<file path="src/rtl/bcd_disp_ctrl.sv">
// Binary-to-BCD front-end for the multiplexed display: double-dabble conversion,
// saturation, leading-zero blanking and an atomic commit to the display registers.
module bcd_disp_ctrl #(
    parameter int DIS_NUM = 4,
    parameter int BIN_W   = 14
) (
    input  logic                   i_clk,
    input  logic                   i_rst,
    input  logic [BIN_W-1:0]       i_bin,
    input  logic                   i_valid,
    output logic                   o_ready,
    input  logic                   i_blank_lz,
    output logic [DIS_NUM*4-1:0]   o_bcd_data,
    output logic [DIS_NUM-1:0]     o_digit_en,
    output logic                   o_ovf,
    output logic                   o_update
);

    localparam int BCD_W = DIS_NUM * 4;
    localparam int SR_W  = BCD_W + BIN_W;
    localparam int CNT_W = $clog2(BIN_W + 1);

    function automatic logic [63:0] pow10(input int n);
        logic [63:0] r;
        r = 64'd1;
        for (int i = 0; i < n; i++) begin
            r = r * 64'd10;
        end
        return r;
    endfunction

    localparam logic [63:0]      MAX_VAL = pow10(DIS_NUM) - 64'd1;
    localparam logic [BCD_W-1:0] ALL_NINES = {DIS_NUM{4'h9}};

    typedef enum logic [1:0] {
        IDLE   = 2'd0,
        SHIFT  = 2'd1,
        COMMIT = 2'd2
    } state_t;

    state_t             state;
    state_t             state_next;
    logic [SR_W-1:0]    sreg;
    logic [SR_W-1:0]    sreg_adj;
    logic [SR_W-1:0]    sreg_shifted;
    logic [CNT_W-1:0]   cnt;
    logic               blank_q;
    logic               sat_q;
    logic               bin_sat;
    logic               last_iter;
    logic [BCD_W-1:0]   bcd_part;
    logic [DIS_NUM-1:0] en_next;
    logic               lead_zero;

    assign o_ready   = (state == IDLE) && i_rst;
    assign bin_sat   = {{(64-BIN_W){1'b0}}, i_bin} > MAX_VAL;
    assign last_iter = (cnt == CNT_W'(BIN_W - 1));
    assign bcd_part  = sreg[SR_W-1 -: BCD_W];

    // One double-dabble step: correct every BCD nibble of 5 or more, then shift.
    always_comb begin
        sreg_adj = sreg;
        for (int i = 0; i < DIS_NUM; i++) begin
            if (sreg[BIN_W + 4*i +: 4] >= 4'd5) begin
                sreg_adj[BIN_W + 4*i +: 4] = sreg[BIN_W + 4*i +: 4] + 4'd3;
            end
        end
        sreg_shifted = {sreg_adj[SR_W-2:0], 1'b0};
    end

    always_comb begin
        en_next   = '1;
        lead_zero = 1'b1;
        for (int k = DIS_NUM - 1; k >= 1; k--) begin
            lead_zero = lead_zero && (bcd_part[4*k +: 4] == 4'd0);
            if (blank_q && !sat_q && lead_zero) begin
                en_next[k] = 1'b0;
            end
        end
    end

    always_ff @(posedge i_clk) begin
        if (!i_rst) begin
            state <= IDLE;
        end else begin
            state <= state_next;
        end
    end

    always_comb begin
        state_next = state;
        case (state)
            IDLE: begin
                if (i_valid) begin
                    state_next = bin_sat ? COMMIT : SHIFT;
                end
            end
            SHIFT: begin
                if (last_iter) begin
                    state_next = COMMIT;
                end
            end
            COMMIT: begin
                state_next = IDLE;
            end
            default: begin
                state_next = IDLE;
            end
        endcase
    end

    // Working registers change freely; the display-facing outputs only move in COMMIT.
    always_ff @(posedge i_clk) begin
        if (!i_rst) begin
            sreg       <= '0;
            cnt        <= '0;
            blank_q    <= 1'b0;
            sat_q      <= 1'b0;
            o_bcd_data <= '0;
            o_digit_en <= '1;
            o_ovf      <= 1'b0;
            o_update   <= 1'b0;
        end else begin
            o_update <= 1'b0;
            case (state)
                IDLE: begin
                    if (i_valid) begin
                        blank_q <= i_blank_lz;
                        cnt     <= '0;
                        if (bin_sat) begin
                            sreg  <= {ALL_NINES, {BIN_W{1'b0}}};
                            sat_q <= 1'b1;
                        end else begin
                            sreg  <= {{BCD_W{1'b0}}, i_bin};
                            sat_q <= 1'b0;
                        end
                    end
                end
                SHIFT: begin
                    sreg <= sreg_shifted;
                    cnt  <= cnt + 1'b1;
                end
                COMMIT: begin
                    o_bcd_data <= bcd_part;
                    o_digit_en <= en_next;
                    o_ovf      <= sat_q;
                    o_update   <= 1'b1;
                end
                default: begin
                end
            endcase
        end
    end

endmodule

</file>
<file path="config.mk">
export PLATFORM = sky130hd
export DESIGN_NAME = bcd_disp_ctrl
export DESIGN_NICKNAME = d
export VERILOG_FILES = /design/src/rtl/bcd_disp_ctrl.sv
export SDC_FILE = /design/constraint.sdc
export NUM_CORES = 1
export LEC_CHECK = 0
export CAP_MARGIN = 20
export CORE_ASPECT_RATIO = 0.75
export CORE_MARGIN = 2
export CORE_UTILIZATION = 54
export CTS_CLUSTER_SIZE = 20
export DETAILED_ROUTE_END_ITERATION = 10
export GPL_TIMING_DRIVEN = 0
export PLACE_DENSITY = 0.79
export SLEW_MARGIN = 20
export SYNTH_ARGS = -nofsm -noshare
export SYNTH_HDL_FRONTEND = slang
export SYNTH_SLANG_ARGS = --single-unit
</file>
<file path="constraint.sdc">
create_clock -name i_clk -period 2.3 [get_ports i_clk]
set_clock_uncertainty 0.2 [all_clocks]
set_input_delay 0.23 -clock i_clk [delete_from_list [all_inputs] [get_ports i_clk]]
set_output_delay 0.23 -clock i_clk [all_outputs]
set_load 0.02 [all_outputs]
</file>
## After elaboration in Yosys (flattened, before gate mapping)

Cells that the tools add are included.

- $lt $le $gt $ge: 5
- $add $sub $neg: 5
- Muxes and demuxes: 18
- Reductions and logical operators: 16
- Equal/unequal tests: 5

Operators with widths:

| cell | number |
|---|---|
| $mux W30 | 2 |
| $pmux W30 S2 | 1 |
| $ge A4 B3 Y1 const B | 4 |
| $mux W4 | 4 |
| $gt A14 B14 Y1 const B | 1 |
| $add A4 B2 Y4 const B | 3 |
| $logic_not A4 Y1 | 3 |
| $pmux W4 S2 | 1 |
| $logic_and A1 B1 Y1 | 7 |
| $mux W2 | 3 |
| $reduce_and A2 Y1 | 3 |
| $mux W1 | 5 |
| $add A4 B1 Y4 const B | 1 |
| $eq A4 B4 Y1 const B | 1 |
| $ne A2 B2 Y1 const B | 2 |
| $pmux W2 S2 | 1 |
| $add A3 B2 Y3 const B | 1 |
| $mux W3 | 1 |
| $eq A2 B1 Y1 const B | 1 |
| $eq A2 B2 Y1 const B | 1 |
| $logic_not A2 Y1 | 1 |
| $reduce_bool A2 Y1 | 1 |
| $logic_not A1 Y1 | 1 |

- Bits of input ports: 18
- Output and inout port bits: 23
- Word-level logic and storage cells: 58
- Register bits after elaboration: 59

## Depth between registers and ports, before layout

- Depth after elaboration: 5
- Depth in mapped cells: 7
- Mapped depth without buffers: 6

## Least setup slack after synthesis

OpenSTA, ideal clock, no wires.

- Path kind: in2reg
- Start: in i_bin[6]
- End: reg sreg[21]
- Arrival time: 1.517 ns
- Data required time: 1.981 ns
- Buffers on the path: 0
- Cell stages on the path: 4
- Slack: 0.464 ns
- Setup time: 0.119 ns
- Cell sequence: or4_4 -> a211oi_4 -> o31ai_4 -> o221a_1

- Longest elaborated chain between the ends: 4

RTL lines:

| item | RTL line | source |
|---|---|---|
| start: declaration | 9 | `input logic [BIN_W-1:0] i_bin,` |
| $gt A14 B14 Y1 | 56 | `assign bin_sat = {{(64-BIN_W){1'b0}}, i_bin} > MAX_VAL;` |
| $mux W30 | 130 | `if (bin_sat) begin` |
| $mux W30 | 127 | `if (i_valid) begin` |
| $pmux W30 S2 | 125 | `case (state)` |
| end signal: assignment | 131 | `sreg <= {ALL_NINES, {BIN_W{1'b0}}};` |
| end signal: assignment | 134 | `sreg <= {{BCD_W{1'b0}}, i_bin};` |
| end signal: assignment | 140 | `sreg <= sreg_shifted;` |
| end: declaration | 43 | `logic [SR_W-1:0] sreg;` |

Every way passes these cells. The select of a mux whose other input is x is not followed.
A chain may end at the register's enable or synchronous reset.

## Final worst setup path

- Start: in i_bin[6]
- End: reg sreg[22]

The elaborated chain is that of the path after synthesis.

==> flow_summary.yaml <==
routing:
  postRouteAntennaNets: 0
  firstDrtPassIters: 4
  vias_per_cell: 5.68
  detail_route.wl_per_cell_um: 14.6
  wirelength_um: 6170
  vias: 2409
  drt-initial-drc-count: 184
  drc_errors: 0
finish:
  stdcell_count: 424
  areaGrowthSynthToFinish_pct: 22.9
  nNetsFinal: 392
  layout-drive-gt1-share_pct: 9.62
  diodes: 0
synthesis:
  synth_nets: 342
  synth_cell_types: 40
  synth_cells: 311
  synth_most_common_cell: "nand2_1"
  synth_commonest_cells: "nand2_1 (65), dfxtp_1 (59), a21oi_1 (41)"
  yosysTopAreaCell: "dfxtp_1"
  async_reset_ff_share_pct: 0
  netlist_top_cells_area: "dfxtp_1 (43%), nand2_1 (8.9%), a21oi_1 (7.5%), ha_1 (5.9%), o221ai_1 (4.1%)"
  synth_top_area_share_pct: 43.0
  seq_area_frac_synth_pct: 43.0
  yosysWarningCount: 0
  synth_seq_cells: 59
  netlist_area_sq_um: 2750
  ys.flop_type: "dfxtp_1"
  avgSynthCellArea_sq_um: 8.84
  synth_edf_count: 0
hold_path:
  whs_endpoint: "o_bcd_data[9]$_SDFFE_PN0P_"
  worstHoldStart: "o_bcd_data[9]$_SDFFE_PN0P_"
  hold_depth: 2
  min_path_type: "flop to flop"
critical_path:
  worstPathArrival_ns: 2.18
  cpMaxStageDelayCell: "or4_4"
  path_buf_inv: 1
  critPathRequiredTime_ns: 2.32
  regToRegStartpoint: "state[0]$_SDFFE_PN0P_"
  critPathMaxFanout: 10
  rr_worst_depth: 6
  timing.rr.end: "sreg[16]$_SDFFE_PN0P_"
  critPathTopFamily: "compound AO/OA/AOI/OAI gates"
  end_kind: "flop"
  crit_chain: "clkdlybuf4s50_1 > or4_4 > a211oi_4 > o31ai_4 > o221a_1"
  critPathMaxStageDelay_ns: 0.55
  critical_path_class: "input port to flop"
  crit_path_start_kind: "input port"
  reg2reg_slack_ns: 0.37
global_route:
  track_usage_pct: 24.0
  grt_first_pass_wirelength_um: 10600
  antenna_found_initial: 0
  grt_max_degree: 11
  grt_overflow_total: 0
  grt_pass1_vias: 2319
die:
  die-height_um: 65.8
  rows: 22
  start_util_pct: 56.1
  core_sq_um: 4900
  die_x_um: 86.4
  die_area_sq_um: 5680
  io-pin-count: 41
clocking:
  clk_pin_slew_ns: 0.06
  cts_tree: "done"
  cts_buffer_depth: 2
  clock-sinks: 59
  root_buffer: "clkbuf_8"
  htreeDepth: 3
  clkLatencyLatePin_ns: 0.34
  post_cts_buffers: 0
  cts-buffers-inserted: 9
timing:
  slew_headroom_pct: 51.5
  setup_ws_ns: 0.145
  rsz0062_at_grt: "false"
  fmax_mhz: 464
  hold_viol: 0
  holdWs_ns: 0.252
  setup_violations: 0
  min_period_ns: 2.16
  finalCritPeriodShare_pct: 93.7
  slew_viol_final: 0
  worst_pin_slew_ns: 0.725
pwr:
  ir_worst_vdd_mv: 0.461
  total_power_uw: 2440
  powerDensity_nw_per_um2: 721
  p_leak_uw: 0.00121
flow_run:
  maxCapViolCount: 0
place:
  numPortBuffers: 39
  placed_cells: 410
  gp_congestion: 0.869
  dp_hpwl_um: 4400
  preCtsSetupSlack_ns: -0.188
outcome:
  status: "finished clean"
-- layout by cell type (no fill, tap or decap), types with 2 or more instances in the layout --
cell type	count
nor2_1	12
o221ai_1	13
xnor2_1	4
clkbuf_1	9
o211ai_1	2
o21ai_0	21
ha_1	13
clkdlybuf4s50_1	38
mux2_2	5
nand2b_1	6
nor2b_1	2
o22ai_1	2
clkbuf_8	17
nor3_1	3
buf_4	2
clkinv_2	3
xor2_1	2
nor4b_1	3
o221a_1	8
inv_1	10
a21oi_1	41
nand2_1	65
dfxtp_1	59
and2_1	2
nor3b_1	2
nand3_1	3
-- worst max path at each step --
| stage | from | endpoint | slack, ns | cells past startpoint |
|---|---|---|---|---|
| 3_5_place_dp | i_bin[6] | sreg[22]$_SDFFE_PN0P_ | -0.19 | 5 |
| 5_1_grt | i_bin[6] | sreg[18]$_SDFFE_PN0P_ | 0.06 | 5 |
| 3_3_place_gp | i_bin[6] | sreg[14]$_SDFFE_PN0P_ | -0.16 | 5 |
| 4_1_cts | i_bin[6] | sreg[22]$_SDFFE_PN0P_ | 0.17 | 5 |
| 6_report | i_bin[6] | sreg[22]$_SDFFE_PN0P_ | 0.14 | 5 |
| 2_1_floorplan | i_bin[6] | sreg[21]$_SDFFE_PN0P_ | 0.46 | 4 |
-- where the power goes --
group | leakage, uW | total, uW | switching [uW] | internal [uW]
registers | 0.000482 | 1160 | 62.5 | 1100
clock network | 0.0000908 | 813 | 382 | 431
logic | 0.000642 | 465 | 252 | 213
-- area by class of cell --
type / count / area [sq um]
Buffer: 18 / 143
Clock buffer: 11 / 151
Clock inverter: 3 / 15.0
Fill cell: 417 / 1520
Inverter: 11 / 41.3
Multi-Input combinational cell: 223 / 1380
Sequential cell: 59 / 1180
Tap cell: 60 / 75.1
Timing Repair Buffer: 39 / 389
-- worst min-delay path: cells and delay by family, from the launching register on --
| kind | cells | cell delay [ns] |
|---|---|---|
| AOI/OAI and AO/OA | 1 | 0.05 |
| DFF | 1 | 0.31 |
| and+or+nand+nor | 1 | 0.05 |
-- flip-flops by register name, indices dropped and copies added, names as in the netlist --
register    cells
sreg           30
o_bcd_data     16
cnt             4
o_digit_en      3
state           2
blank_q         1
o_ovf           1
o_update        1
sat_q           1
-- what timing repair did --
item                       4_1_cts  5_1_grt
resized for setup                1        0
setup endpoints to repair        1        0
hold buffers                     0        0
-- through the flow --
stage | cell area [sq um] | TNS, ns | util [%]
floorplan | 2750 | 0 | -
global placement | 3210 | -1.36 | 65.6
detailed placement | 3210 | -1.74 | 65.6
CTS | 3380 | 0 | 69.0
global route | 3380 | 0 | 69.0
finish | 3380 | 0 | 69.0
-- cell families (layout without fill, tap and decap cells) --
family	after synthesis	in the layout	synth area share, %
other	1	1	0.136
DFF	59	59	43.0
and+or+nand+nor	103	103	17.1
buffers and inverters	29	82	6.69
muxes	6	6	2.41
adders and majority gates	13	13	5.92
AOI/OAI and AO/OA	94	94	22.9
xor gates and xnor gates	6	6	1.91
-- metal layers --
layer,vias to the layer above,part of all wire [%],GRT usage [%]
met3,12,4.6,5.87
li1,1197,-,-
met2,59,45,38.0
met1,1141,49,31.6
met4,0,1.9,9.57
met5,-,0,0
No activity file was read; power rests on OpenSTA's default activity.
